### src/rtl/time_set_controller_pkg.sv
// Shared mode encoding for the clock setting FSM and the display mux.
package time_set_controller_pkg;

  typedef enum logic [1:0] {
    MODE_RUN     = 2'd0,
    MODE_SET_MIN = 2'd1,
    MODE_SET_HR  = 2'd2
  } mode_t;

  function automatic int unsigned cnt_width(input int unsigned n);
    return (n > 1) ? $clog2(n) : 1;
  endfunction

endpackage

### src/rtl/time_set_controller_autorepeat_timer.sv
// Press/auto-repeat pulse generator: one pulse on entry, then repeat after a hold delay.
module autorepeat_timer
  import time_set_controller_pkg::*;
#(
  parameter int unsigned HOLD_TICKS = 8,
  parameter int unsigned REPEAT_DIV = 2
) (
  input  logic i_sysclk,
  input  logic i_reset,
  input  logic i_active,
  input  logic i_fast_stb,
  output logic o_pulse
);

  localparam int unsigned HW = cnt_width(HOLD_TICKS + 1);
  localparam int unsigned RW = cnt_width(REPEAT_DIV);
  localparam logic [HW-1:0] HOLD_MAX = HW'(HOLD_TICKS);
  localparam logic [RW-1:0] REP_LAST = RW'(REPEAT_DIV - 1);

  logic          active_q;
  logic [HW-1:0] hold_cnt;
  logic [RW-1:0] rep_cnt;
  logic          pulse_q;

  // Dropping i_active clears everything, so a strobe in the release cycle never pulses.
  always_ff @(posedge i_sysclk) begin
    if (i_reset || !i_active) begin
      active_q <= 1'b0;
      hold_cnt <= '0;
      rep_cnt  <= '0;
      pulse_q  <= 1'b0;
    end else if (!active_q) begin
      active_q <= 1'b1;
      hold_cnt <= '0;
      rep_cnt  <= '0;
      pulse_q  <= 1'b1;
    end else begin
      pulse_q <= 1'b0;
      if (i_fast_stb) begin
        if (hold_cnt != HOLD_MAX) begin
          hold_cnt <= hold_cnt + HW'(1);
        end else if (rep_cnt == REP_LAST) begin
          rep_cnt <= '0;
          pulse_q <= 1'b1;
        end else begin
          rep_cnt <= rep_cnt + RW'(1);
        end
      end
    end
  end

  assign o_pulse = pulse_q;

endmodule

### src/rtl/time_set_controller.sv
// Run/set sequencing for the seconds/minutes/hours counter chain.
module time_set_controller
  import time_set_controller_pkg::*;
#(
  parameter int unsigned HOLD_TICKS = 8,
  parameter int unsigned REPEAT_DIV = 2
) (
  input  logic       i_sysclk,
  input  logic       i_reset,
  input  logic       i_sec_stb,
  input  logic       i_fast_stb,
  input  logic       i_min_btn,
  input  logic       i_hr_btn,
  input  logic       i_sec_ovf,
  input  logic       i_min_ovf,
  output logic       o_sec_en,
  output logic       o_sec_clr,
  output logic       o_min_en,
  output logic       o_hr_en,
  output logic [1:0] o_mode
);

  mode_t state, next_state;
  logic  set_active;
  logic  set_pulse;

  always_ff @(posedge i_sysclk) begin
    if (i_reset) state <= MODE_RUN;
    else         state <= next_state;
  end

  always_comb begin
    next_state = state;
    case (state)
      MODE_RUN: begin
        if (i_hr_btn)       next_state = MODE_SET_HR;
        else if (i_min_btn) next_state = MODE_SET_MIN;
      end
      MODE_SET_MIN,
      MODE_SET_HR: begin
        if (!i_min_btn && !i_hr_btn) next_state = MODE_RUN;
      end
      default: next_state = MODE_RUN;
    endcase
  end

  // Timer sees the upcoming state so the entry pulse lands in the first SET cycle.
  always_comb begin
    set_active = (next_state != MODE_RUN) && !i_reset;
  end

  autorepeat_timer #(
    .HOLD_TICKS(HOLD_TICKS),
    .REPEAT_DIV(REPEAT_DIV)
  ) u_autorepeat (
    .i_sysclk  (i_sysclk),
    .i_reset   (i_reset),
    .i_active  (set_active),
    .i_fast_stb(i_fast_stb),
    .o_pulse   (set_pulse)
  );

  always_comb begin
    o_sec_en  = 1'b0;
    o_sec_clr = 1'b0;
    o_min_en  = 1'b0;
    o_hr_en   = 1'b0;
    if (!i_reset) begin
      case (state)
        MODE_RUN: begin
          o_sec_en = i_sec_stb;
          o_min_en = i_sec_ovf;
          o_hr_en  = i_min_ovf;
        end
        MODE_SET_MIN: begin
          o_sec_clr = 1'b1;
          o_min_en  = set_pulse;
        end
        MODE_SET_HR: begin
          o_sec_clr = 1'b1;
          o_hr_en   = set_pulse;
        end
        default: ;
      endcase
    end
  end

  assign o_mode = state;

endmodule

### config.mk
export PLATFORM = sky130hd
export DESIGN_NAME = time_set_controller
export DESIGN_NICKNAME = d
export VERILOG_FILES = /design/src/rtl/time_set_controller_pkg.sv /design/src/rtl/time_set_controller_autorepeat_timer.sv /design/src/rtl/time_set_controller.sv
export SDC_FILE = /design/constraint.sdc
export NUM_CORES = 1
export LEC_CHECK = 0
export CORE_AREA = 2 2 46 48
export DETAILED_ROUTE_END_ITERATION = 10
export DIE_AREA = 0 0 48 50
export GPL_TIMING_DRIVEN = 0
export SLEW_MARGIN = 20
export SYNTH_ARGS = -nofsm -noshare
export SYNTH_HDL_FRONTEND = slang
export SYNTH_SLANG_ARGS = --single-unit
### constraint.sdc
create_clock -name i_sysclk -period 3.9 [get_ports i_sysclk]
set_clock_uncertainty 0.2 [all_clocks]
set_input_delay 0.39 -clock i_sysclk [delete_from_list [all_inputs] [get_ports i_sysclk]]
set_output_delay 0.39 -clock i_sysclk [all_outputs]
set_load 0.005 [all_outputs]
* Yosys cells after proc, flatten, opt, wreduce, memory -nomap -nowiden *
Cells that the tools add are included.

storage, ports and cells
  flip-flop bits (word level) = 9
  latch bits = 0
  RAM bits = 0
  memory bits (read-only) = 0
  output and inout port bits = 6
  memories = 0

cells by class
  $add $sub $neg = 2
  multiply operators = 0
  divide/modulo/power cells = 0
  $lt $le $gt $ge = 0
  eq/ne operators = 3
  shifts and indexed selects = 0
  mux-type cells = 18
  bitwise operators = 2
  reduce and logical (&&, ||, !) cells = 13

operators with widths
  kind                                                                    count
  1-bit two-way mux                                                       12
  2-bit two-way mux                                                       3
  4-bit by 1-bit adder with 4-bit output (second input constant)          1
  1-bit logical NOT                                                       4
  4-bit inequality test (second input constant)                           1
  1-bit one-hot mux with 2 select lines                                   2
  2-bit one-hot mux with 2 select lines                                   1
  2-bit AND reduction                                                     2
  2-bit OR reduction                                                      2
  2-bit by 1-bit equality test with 1-bit output (second input constant)  1
  2-bit equality test (second input constant)                             1
  1-bit logical AND                                                       2
  2-bit logical NOT                                                       1
  1-bit NOT                                                               2
  2-bit nonzero test                                                      1
  1-bit adder (second input constant)                                     1
  1-bit logical OR                                                        1

* Logic depth before layout (Yosys ltp) *
Gate-level depths: netlist of run 1.

  word-level depth = 9
  mapped depth = 6

* Modules after synthesis *
From an unflattened synthesis of run 1, not the netlist that was laid out.

unflattened totals
  cells, all modules = 59
  area, all modules = 539.3 µm²

modules (own cells, without submodules)
  module               times used  cells an instance  area an instance (µm²)  sequential area each (µm²)
  autorepeat_timer     1           32                 314.1                   140.1
  time_set_controller  1           27                 225.2                   40.0

* Least setup slack after synthesis of run 1 *
No wires, ideal clock.

  path kind = reg2reg
  start point = register state[0], in the netlist o_mode[0]
  end point = register u_autorepeat.pulse_q, in the netlist u_autorepeat.o_pulse
  data arrival time = 1.533 ns
  data required time = 3.634 ns
  path slack = 2.101 ns
  stages on the path, launching flop included = 7
  buffers on the path = 0
  period minus slack after synthesis = 1.799 ns
  cell sequence = dfxtp_1 inv_1 ha_1 o21ai_1 or4_4 o211ai_2 a21boi_2

between the ends
  cells in the longest elaborated chain, start to end = 7

ends and longest elaborated chain
  element                                                                          line                                        RTL
  from (decl)                                                                      time_set_controller.sv:23                   mode_t state, next_state;
  from (signal assigned)                                                           time_set_controller.sv:29                   else state <= next_state;
  2-bit equality test (tied with other cells)                                      time_set_controller.sv:34                   case (state)
  2-bit OR reduction (no source line) / 2-bit two-way mux (equally long branches)  --
  2-bit one-hot mux with 2 select lines (*)                                        time_set_controller.sv:34
  2-bit nonzero test (*)                                                           time_set_controller.sv:49                   set_active = (next_state != MODE_RUN) && !i_reset;
  1-bit logical AND (*)                                                            time_set_controller.sv:49
  1-bit logical NOT (*)                                                            time_set_controller_autorepeat_timer.sv:27  if (i_reset || !i_active) begin
  1-bit logical OR (*)                                                             time_set_controller_autorepeat_timer.sv:27
  to (signal assigned)                                                             time_set_controller_autorepeat_timer.sv:31  pulse_q <= 1'b0;
  to (signal assigned)                                                             time_set_controller_autorepeat_timer.sv:36  pulse_q <= 1'b1;
  to (signal assigned)                                                             time_set_controller_autorepeat_timer.sv:38  pulse_q <= 1'b0;
  to (decl)                                                                        time_set_controller_autorepeat_timer.sv:23  logic pulse_q;

Mark *: on every way between the ends. The rest lies on a longest branch, timed or not.
A chain may end at the register's enable or synchronous reset.

* Worst setup path after layout of run 1 *
  start point = register state[0], in the netlist o_mode[0]
  end point = output port o_hr_en

between the ends
  cells in the longest elaborated chain, start to end = 3

ends and longest elaborated chain
  element                                                          line                       RTL
  2-bit equality test / 2-bit logical NOT (equally long branches)  time_set_controller.sv:69  case (state)
  1-bit one-hot mux with 2 select lines (*)                        time_set_controller.sv:69
  1-bit two-way mux (*)                                            time_set_controller.sv:68  if (!i_reset) begin
  to (decl)                                                        time_set_controller.sv:19  output logic o_hr_en,

Marks and branches as above.

==> results of run 1 <==
==> cell type report <==
cell class / instances / area, um2 / area share [%]
multi-input combinational: 45 / 333 / 46.1
sequential: 9 / 180 / 25.0
timing repair buffer: 13 / 130 / 18.0
tap: 27 / 33.8 / 4.68
clock buffer: 4 / 26.3 / 3.64
inverter: 5 / 18.8 / 2.60
==> cell usage in the layout, fill, tap and decap left out <==
cell type and count:
nand4_1 1, inv_1 5, nor2b_1 2, clkbuf_4 3
dfxtp_1 9, o21ai_1 3, nand2_1 7, a21oi_1 2
nor2_1 2, o211ai_1 3, o21ai_0 1, and3b_1 2
nand3_1 2, mux2_2 1, a21boi_2 1, and3_1 5
clkdlybuf4s50_1 13, xnor2_1 3, o211ai_2 1, clkbuf_1 1
or4_4 1, ha_1 7, a2bb2oi_1 1
==> cell families (layout without fill, tap and decap cells) <==
group                    after synthesis  in the layout  synth area share (%)
AND/OR/NAND/NOR                       22             22                  23.1
adder cells (fa/ha/maj)                7              7                  16.5
flip-flops                             9              9                  33.9
AO/OA/AOI/OAI                         12             12                  16.0
buffers and inverters                  5             22                  3.53
XOR/XNOR                               3              3                  4.94
multiplexers                           1              1                  2.12
==> worst paths after layout <==
| path | endpoint | slack, ps | startpoint | cells after the start |
|---|---|---|---|---|
| max reg2reg | u_autorepeat.o_pulse$_SDFF_PP0_ | 1940 | o_mode[0]$_SDFF_PP0_ | 6 |
| max | o_hr_en | 1560 | o_mode[0]$_SDFF_PP0_ | 5 |
| min reg2reg | u_autorepeat.o_pulse$_SDFF_PP0_ | 310 | u_autorepeat.rep_cnt$_SDFFE_PP0P_ | 2 |
| min | u_autorepeat.o_pulse$_SDFF_PP0_ | 310 | u_autorepeat.rep_cnt$_SDFFE_PP0P_ | 2 |
==> synth_stat cells (all sizes together) <==
library cell	n	area, um2
nor2b	2	12.5
a2bb2oi	1	8.76
nand3	2	10.0
xnor2	3	26.3
dfxtp	9	180
and3	5	31.3
ha	7	87.6
inv	5	18.8
or4	1	11.3
a21boi	1	11.3
mux2	1	11.3
o211ai	4	35.0
a21oi	2	10.0
nor2	2	7.51
nand2	7	26.3
nand4	1	6.26
o21ai	4	20.0
and3b	2	17.5
==> layer usage <==
layer	global-route usage [%]	share of wire, %
met4	7.66	2.5
met1	12.2	45
met2	16.2	44
met5	0	0
met3	2.93	8.0
==> power by group through the flow <==
stage | clock, uW | combinational, uW | sequential, uW
after global routing | 80.4 | 57.8 | 105
after floorplan | 0 | 26.4 | 104
after global placement | 0 | 50.9 | 106
final | 72.2 | 51.5 | 104
after detailed placement | 0 | 51.8 | 106
after CTS | 74.9 | 52.3 | 104
==> worst reg2reg max path, delay by kind of cell, from the launching register on <==
kind,cells,cell delay (ps)
compound gates,3,440
simple gates,1,430
flops,1,410
fa+ha+maj,1,310
buf+inv,1,120
==> sequential cells by signal, indices dropped and copies added, names as in the netlist <==
name,cells
u_autorepeat.hold_cnt,4
u_autorepeat.o_pulse,1
u_autorepeat.active_q,1
o_mode,2
u_autorepeat.rep_cnt,1
==> metrics by stage <==
step / power (uW) / instances / setup WS [ps]
2_1_floorplan: 131 / 59 / 2100
3_3_place_gp: 157 / 99 / 1680
3_5_place_dp: 158 / 99 / 1690
4_1_cts: 231 / 103 / 1550
5_1_grt: 244 / 103 / 1380
6_report: 228 / 103 / 1560
==> metrics.yaml, run 1 <==
cts_max_level: 1
clock.fmax_mhz: 428
cts_buffer_depth: 2
synth_nets: 74
cts_setup_buffers: 0
diodes: 0
overflow: 0
drc: 0
nFillCells: 202
drt_wl_total_mm: 1.14
rsz0062_at_grt: "false"
relSlewSlack_pct: 80.7
slowest_delay_ps: 450
cts_buffers: 3
yosysWarnings: 0
power_frac_seq_pct: 45.7
drt-initial-drc-count: 4
status: "complete, no violations"
die-area_um2: 2400
internal_power_uw: 167
worst_pin_slew_ps: 288
p_sw_share_pct: 26.9
leakagePower_uw: 0.000301
critPathKind: "reg -> out"
pin_count: 14
post_drt_wl_per_cell_um: 11.1
drtAntennaViolNets: 0
slowest_stage: "clkdlybuf4s50_1"
worstHoldPathType: "reg -> reg"
port_buffers: 13
pwr-share-clk_pct: 31.7
yosys_register_bits: 9
dp_hpwl_um: 819
grt_pass1_vias: 431
slew_viol_final: 0
crit_chain: "inv_1 -> ha_1 -> o211ai_1 -> a21oi_1 -> clkdlybuf4s50_1"
finalInstanceArea_um2: 722
clock_latency_ps: 260
grt_max_degree: 8
worstPathMaxFanout: 5
seq_area_frac_synth_pct: 33.9
via_per_inst: 4.50
p_comb_share_pct: 22.6
antenna_found_initial: 0
num_rows: 16
avgSynthCellArea_um2: 9.01
ys_types: 20
vias: 464
cts-resized-gates: 0
syn_to_final_growth_pct: 35.8
finalSetupTns_ps: 0
fin_crit_sh_pct: 59.9
maxCapViolCount: 0
cp.buffers_inverters: 2
die_y_um: 50
hold_ws_ps: 306
switchingPower_uw: 61.3
utilization_pct: 38.0
place_area_um2: 696
arrival_ps: 1750
period_minus_slack_ps: 2340
die_x_um: 48
hold_violations: 0
worstSetupStartpointType: "flip-flop"
clock-sinks: 9
first_pass_iters: 3
core_area_um2: 1900
clkTransAtPathRegs_ps: 60
layout-drive-gt1-share_pct: 9.21
grt_pass1_wl_mm: 1.79
grtUsageTotal_pct: 10.7
end_kind: "primary output"
cts_tree: "yes"
place_congestion: 0.742
ir_drop_mv: 0.170
final_nets: 92
syn_area_um2: 532
root_buffer: "clkbuf_4"
start_util_pct: 28.0
cts-hold-fix-buffers: 0
syn_inst: 59
p_per_area_nw_per_um2: 316
setup_violations: 0
cp_top_family: "buffers and inverters"
cp.required_ps: 3310
Power figures use the tool's default switching activity.
==> inputs of run 2 (changes only) <==
==> constraint.sdc (replaced) <==
create_clock -name i_sysclk -period 1.95 [get_ports i_sysclk]
set_clock_uncertainty 0.2 [all_clocks]
set_input_delay 0.195 -clock i_sysclk [delete_from_list [all_inputs] [get_ports i_sysclk]]
set_output_delay 0.195 -clock i_sysclk [all_outputs]
set_load 0.005 [all_outputs]
==> run 2 against run 1 <==
  * Design area increased by 6.6%
  * Worst hold slack gained 1.0 ps
  * Critical path type is now reg -> reg
  * Critical endpoint is now u_autorepeat.o_pulse$_SDFF_PP0_
  * First-iteration DRC count grew to 3.8 times the previous value
  * Power increased by 110%
  * Highest routed layer unchanged
  * Combinational power is 130% higher
  * Core utilization rose by 2.5 points
  * Register-to-register slack lost 1900 ps
==> metrics.yaml, run 2 (same netlist as run 1, synthesis figures left out) <==
status: "complete, no violations"
end_kind: "flip-flop"
slew_viol_final: 0  # unchanged
route.met3.wl_um: 88  # -3.3%
p_per_area_nw_per_um2: 616  # +95%
fin_crit_sh_pct: 95.8
layout_setup_ws_ps: 81.0  # -1480 ps
die_x_um: 48  # unchanged
cts_buffers: 3  # unchanged
min_from: "u_autorepeat.rep_cnt$_SDFFE_PP0P_"
worstRegToRegCells: 6  # unchanged
nFillCells: 198  # -2.0%
routed-wl-met2_um: 582  # +16%
drt-initial-drc-count: 15  # +11
clock_latency_ps: 260  # about the same
period_minus_slack_ps: 1870
drc: 0  # unchanged
final_common_cell: "clkdlybuf4s50_1"
pin_count: 14  # unchanged
cp.buffers_inverters: 1  # -1
arrival_ps: 1870  # +120 ps
crit_chain: "inv_4 -> ha_2 -> o21ai_2 -> or4_4 -> o211ai_4 -> a21boi_2"
reg2reg_to: "u_autorepeat.o_pulse$_SDFF_PP0_"
cts_tree: "yes"
clkTransAtPathRegs_ps: 60  # about the same
reg2reg_slack_ps: 80  # -1860 ps
maxCapViolCount: 0  # unchanged
syn_to_final_growth_pct: 44.7
top_layer: "met4"
worstPathMaxFanout: 7  # +2
grt_pass1_wl_mm: 1.90  # +5.7%
place_area_um2: 696  # unchanged
met1_length_um: 535  # +3.1%
first_pass_iters: 3  # unchanged
diodes: 0  # unchanged
drtAntennaViolNets: 0  # unchanged
holdPathEnd: "u_autorepeat.o_pulse$_SDFF_PP0_"
vias: 488  # +5.2%
worstSetupStartpointType: "flip-flop"
die-area_um2: 2400  # unchanged
critPathKind: "reg -> reg"
core_area_um2: 1900  # unchanged
finalSetupTns_ps: 0  # unchanged
worstHoldPathType: "reg -> reg"
slowest_stage: "or4_4"
post_drt_wl_per_cell_um: 12.1  # +8.8%
ir_drop_mv: 0.339  # +99%
clock.fmax_mhz: 535
port_buffers: 13  # unchanged
finalInstanceArea_um2: 769  # +6.6%
grtUsageTotal_pct: 11.3  # +0.64 points
cp.required_ps: 1950  # -1360 ps
cp_top_family: "simple AND/OR/NAND/NOR gates"
root_buffer: "clkbuf_4"
relSlewSlack_pct: 75.4  # -5.3 points
whs_path_depth: 2  # unchanged
layout-drive-gt1-share_pct: 19.5  # +10 points
slowest_delay_ps: 450  # about the same
final_nets: 93  # +1.1%
rr_startpoint: "o_mode[0]$_SDFF_PP0_"
overflow: 0  # unchanged
clock-sinks: 9  # unchanged
num_rows: 16  # unchanged
final_cell_mix: "clkdlybuf4s50_1 (9), nand2_1 (7), dfxtp_1 (7)"
hold_violations: 0  # unchanged
place_congestion: 0.742  # unchanged
die_y_um: 50  # unchanged
grt_max_degree: 8  # unchanged
regMostFlops: "u_autorepeat.hold_cnt"
via_per_inst: 4.69  # +4.2%
cts_max_level: 1  # unchanged
dp_hpwl_um: 819  # unchanged
antenna_found_initial: 0  # unchanged
cts_buffer_depth: 2  # unchanged
rsz0062_at_grt: "false"
final_cells: 104  # +0.97%
leakagePower_uw: 0.000332  # +10%
start_util_pct: 28.0  # unchanged
worst_pin_slew_ps: 367  # +78.9 ps
setup_violations: 0  # unchanged
drt_wl_total_mm: 1.25  # +9.9%
largest_reg_flops: 4  # unchanged
grt_pass1_vias: 455  # +5.6%
pre_cts_slack_ps: -11.3  # -1700 ps
dpl.cell_count: 99  # unchanged
run 2: cell type report:
class	count	area, um2	area share [%]
Tap cell	27	33.8	4.39
Sequential cell	9	188	24.4
Multi-Input combinational cell	45	360	46.8
Timing Repair Buffer	14	138	17.9
Clock buffer	4	26.3	3.41
Inverter	5	23.8	3.09
run 2: where the power goes:
group / leakage, uW / internal, uW / switching [uW]
combinational: 0.000242 / 65.8 / 55.2
sequential: 0.0000748 / 195 / 13.4
clock: 0.0000150 / 78.9 / 65.7
total: 0.000332 / 340 / 134
run 2: per-stage QoR:
step / power (uW) / util [%] / hold slack [ps]
final: 474 / 40.5 / 307
after global routing: 505 / 40.5 / 328
after CTS: 469 / 39.5 / 301
after detailed placement: 316 / 36.6 / 290
after global placement: 314 / 36.6 / 289
after floorplan: 261 / - / 173
run 2: worst max-delay path by stage:
| stage | from | end | slack, ps | cells after the start |
|---|---|---|---|---|
| 6_report | o_mode[0]$_SDFF_PP0_ | u_autorepeat.o_pulse$_SDFF_PP0_ | 80 | 6 |
| 5_1_grt | o_mode[0]$_SDFF_PP0_ | u_autorepeat.o_pulse$_SDFF_PP0_ | 8 | 6 |
| 4_1_cts | o_mode[0]$_SDFF_PP0_ | o_sec_en | 40 | 4 |
| 3_5_place_dp | o_mode[1]$_SDFF_PP0_ | u_autorepeat.o_pulse$_SDFF_PP0_ | -10 | 6 |
| 3_3_place_gp | o_mode[0]$_SDFF_PP0_ | u_autorepeat.o_pulse$_SDFF_PP0_ | 7 | 6 |
| 2_1_floorplan | o_mode[0]$_SDFF_PP0_ | u_autorepeat.o_pulse$_SDFF_PP0_ | 150 | 6 |
run 2: tightest hold or removal path, delay by kind of cell, from the launching register on:
family	cells	cell delay, ps
AO/OA/AOI/OAI	1	50
flip-flops	1	320
AND/OR/NAND/NOR	1	90
run 2: routing by layer:
metal  global-route usage [%]  up-vias
met5                        0        -
met4                     9.46        0
met3                     3.30        5
met2                     17.1       19
met1                     12.3      220
li1                         -      244
run 2: what timing repair did:
action,CTS,global route
setup endpoints to repair,10,8
hold buffers,0,0
pin swaps,1,5
gates resized for setup,13,5
setup buffers,1,0
endpoints found under the hold margin,0,0
==> inputs of run 3 (changes only) <==
--- a/config.mk
+++ b/config.mk
@@ -5,9 +5,10 @@
 export SDC_FILE = /design/constraint.sdc
 export NUM_CORES = 1
 export LEC_CHECK = 0
-export CORE_AREA = 2 2 46 48
+export ABC_AREA = 1
+export CORE_AREA = 2 2 48 50
 export DETAILED_ROUTE_END_ITERATION = 10
-export DIE_AREA = 0 0 48 50
+export DIE_AREA = 0 0 50 52
 export GPL_TIMING_DRIVEN = 0
 export SLEW_MARGIN = 20
 export SYNTH_ARGS = -nofsm -noshare
==> run 3 against run 2 <==
  * Non-clock buffer count up 1
  * Via count up 8.4%
  * Power rose by 1.2%
  * Sequential share of layout area down 1.8 points
  * Sequential power is 2% lower
  * Final cell count rose by 22%
  * Largest cell class unchanged
  * Highest routed layer is now met3
==> metrics.yaml, run 3 <==
cts-hold-fix-buffers: 0  # unchanged
syn_to_final_growth_pct: 41.1
synthTopCellsByCount: "nand2_1 (20), inv_1 (10), dfxtp_1 (9)"
layout-drive-gt1-share_pct: 27.3  # +7.8 points
core_area_um2: 2110  # +11%
first_pass_iters: 4  # +1
diodes: 0  # unchanged
grtUsageMet1_pct: 10.7  # -1.6 points
drt_wl_total_mm: 1.09  # -13%
multiInputGateArea_um2: 375  # +4.2%
cts_tree: "yes"
dpl.cell_count: 121  # +22%
synth.most_common_cell: "nand2_1"
syn_inst: 80  # +36%
slowest_stage: "dfxtp_4"
worst_pin_slew_ps: 274  # -93.4 ps
worstPathMaxFanout: 4  # -3
seq_area_frac_synth_pct: 30.6  # -3.2 points
hold_ws_ps: 317  # +10.1 ps
num_rows: 17  # +1
slowest_delay_ps: 360  # -90 ps
root_buffer: "clkbuf_4"
relSlewSlack_pct: 81.7  # +6.3 points
slew_viol_final: 0  # unchanged
drc: 0  # unchanged
ir_drop_mv: 0.315  # -7.2%
ys_types: 16  # -20%
die_x_um: 50  # +4.2%
final_cell_mix: "nand2_1 (20), inv_1 (9), clkdlybuf4s50_1 (9)"
synth_edf_count: 0  # unchanged
busiest_layer: "met2"
status: "complete, no violations"
dp_hpwl_um: 847  # +3.5%
place_congestion: 0.684  # -7.8%
final_cells: 127  # +22%
hold_violations: 0  # unchanged
die-area_um2: 2600  # +8.3%
grt_pass1_vias: 480  # +5.5%
ys.flop_type: "dfxtp_1"
p_per_area_nw_per_um2: 578  # -6.1%
final_common_cell: "nand2_1"
syn_area_um2: 588  # +11%
drtAntennaViolNets: 0  # unchanged
yosysWarnings: 0  # unchanged
seq_area_um2: 188  # unchanged
drt-initial-drc-count: 4  # -11
setup_violations: 0  # unchanged
yosysTopAreaCellShare_pct: 30.6  # -3.2 points
regMostFlops: "u_autorepeat.hold_cnt"
grt_max_degree: 7  # -1
grt_pass1_wl_mm: 1.93  # +1.8%
leakagePower_uw: 0.000403  # +21%
synth_nets: 95  # +28%
grtUsageMet3_pct: 2.87  # -0.42 points
clock-sinks: 9  # unchanged
worstSetupStartpointType: "flip-flop"
clock_latency_ps: 250  # about the same
finalInstanceArea_um2: 830  # +7.8%
port_buffers: 13  # unchanged
vias: 529  # +8.4%
pin_count: 14  # unchanged
synth-async-reset-ratio_pct: 0  # unchanged
clkTransAtPathRegs_ps: 60  # about the same
overflow: 0  # unchanged
largest_reg_flops: 4  # unchanged
yosys_register_bits: 9  # unchanged
place_area_um2: 753  # +8.3%
arrival_ps: 1390  # -480 ps
clock.fmax_mhz: 560  # +4.7%
cp.required_ps: 1550  # -400 ps
rsz0062_at_grt: "false"
period_minus_slack_ps: 1790  # -83.3 ps
start_util_pct: 27.9  # -0.034 points
cts_buffers: 3  # unchanged
antenna_found_initial: 0  # unchanged
final_nets: 115  # +24%
crit_chain: "buf_4 -> ha_1 -> nand2_1 -> a211oi_1 -> dlygate4sd2_1"
nFillCells: 234  # +18%
fin_crit_sh_pct: 91.6  # -4.3 points
cts_max_level: 1  # unchanged
post_drt_wl_per_cell_um: 8.60  # -29%
critPathKind: "reg -> out"
die_y_um: 52  # +4.0%
totalPowerFinal_uw: 480  # +1.2%
cts_buffer_depth: 2  # unchanged
via_per_inst: 4.17  # -11%
end_kind: "primary output"
use_met2_pct: 17.3  # +0.21 points
maxCapViolCount: 0  # unchanged
synth.largest_area_cell: "dfxtp_1"
synth_area_leaders: "dfxtp_1 (31%), ha_1 (15%), nand2_1 (13%)"
worstHoldPathType: "reg -> reg"
avgSynthCellArea_um2: 7.35  # -18%
grtUsageTotal_pct: 9.55  # -1.8 points
run 3: critical path, delay by kind of cell (launching register included):
kind	cells	cell delay [ps]
adder cells (fa/ha/maj)	1	160
flip-flops	1	360
AND/OR/NAND/NOR	1	50
buffers and inverters	2	390
AO/OA/AOI/OAI	1	180
run 3: metrics by stage:
| step | util (%) | TNS [ps] | setup WS, ps |
|---|---|---|---|
| finish | 39.4 | 0 | 164 |
| global route | 39.4 | 0 | 36.5 |
| CTS | 38.8 | 0 | 3.46 |
| detailed placement | 35.8 | -7.43 | -7.43 |
| global placement | 35.8 | 0 | 1.93 |
| floorplan | - | 0 | 424 |
run 3: power by group:
group	switching, uW	internal, uW	total (uW)	leakage [uW]
sequential	9.20	195	204	0.0000748
combinational	68.8	69.1	138	0.000313
clock	59.4	78.5	138	0.0000150
run 3: repair_timing:
action,in CTS,in global routing
gates cloned,0,0
endpoints found under the setup margin,4,1
hold endpoints to repair,0,0
gates resized for setup,11,2
setup buffers,2,0
run 3: final cells by class:
cell class / instances / share of cell area [%]
Multi-Input combinational cell: 56 / 45.2
Timing Repair Buffer: 15 / 17.3
Inverter: 15 / 7.39
Clock buffer: 4 / 3.17
Tap cell: 28 / 4.22
Sequential cell: 9 / 22.6
run 3: routing by layer:
metal  vias up  wire length [um]
met5         -                 0
met4         0                 0
met2        14               534
met3         0                83
met1       230               475
li1        285                 -
run 3: cells by family (layout without fill, tap and decap cells):
kind of cell,Yosys count,in the layout,share of synthesized area (%)
AO/OA/AOI/OAI,3,3,3.83
XOR/XNOR,2,2,2.98
adder cells (fa/ha/maj),7,7,14.9
buffers and inverters,15,34,9.79
flip-flops,9,9,30.6
AND/OR/NAND/NOR,44,44,37.9
run 3: final timing paths:
path,cells after the start,slack (ps),to,start
max reg2reg,7,530,u_autorepeat.hold_cnt[0]$_SDFFE_PP0P_,o_mode[0]$_SDFF_PP0_
min,2,320,u_autorepeat.hold_cnt[3]$_SDFFE_PP0P_,u_autorepeat.active_q$_DFF_P_
min reg2reg,2,320,u_autorepeat.hold_cnt[3]$_SDFFE_PP0P_,u_autorepeat.active_q$_DFF_P_
max,5,160,o_min_en,o_mode[0]$_SDFF_PP0_
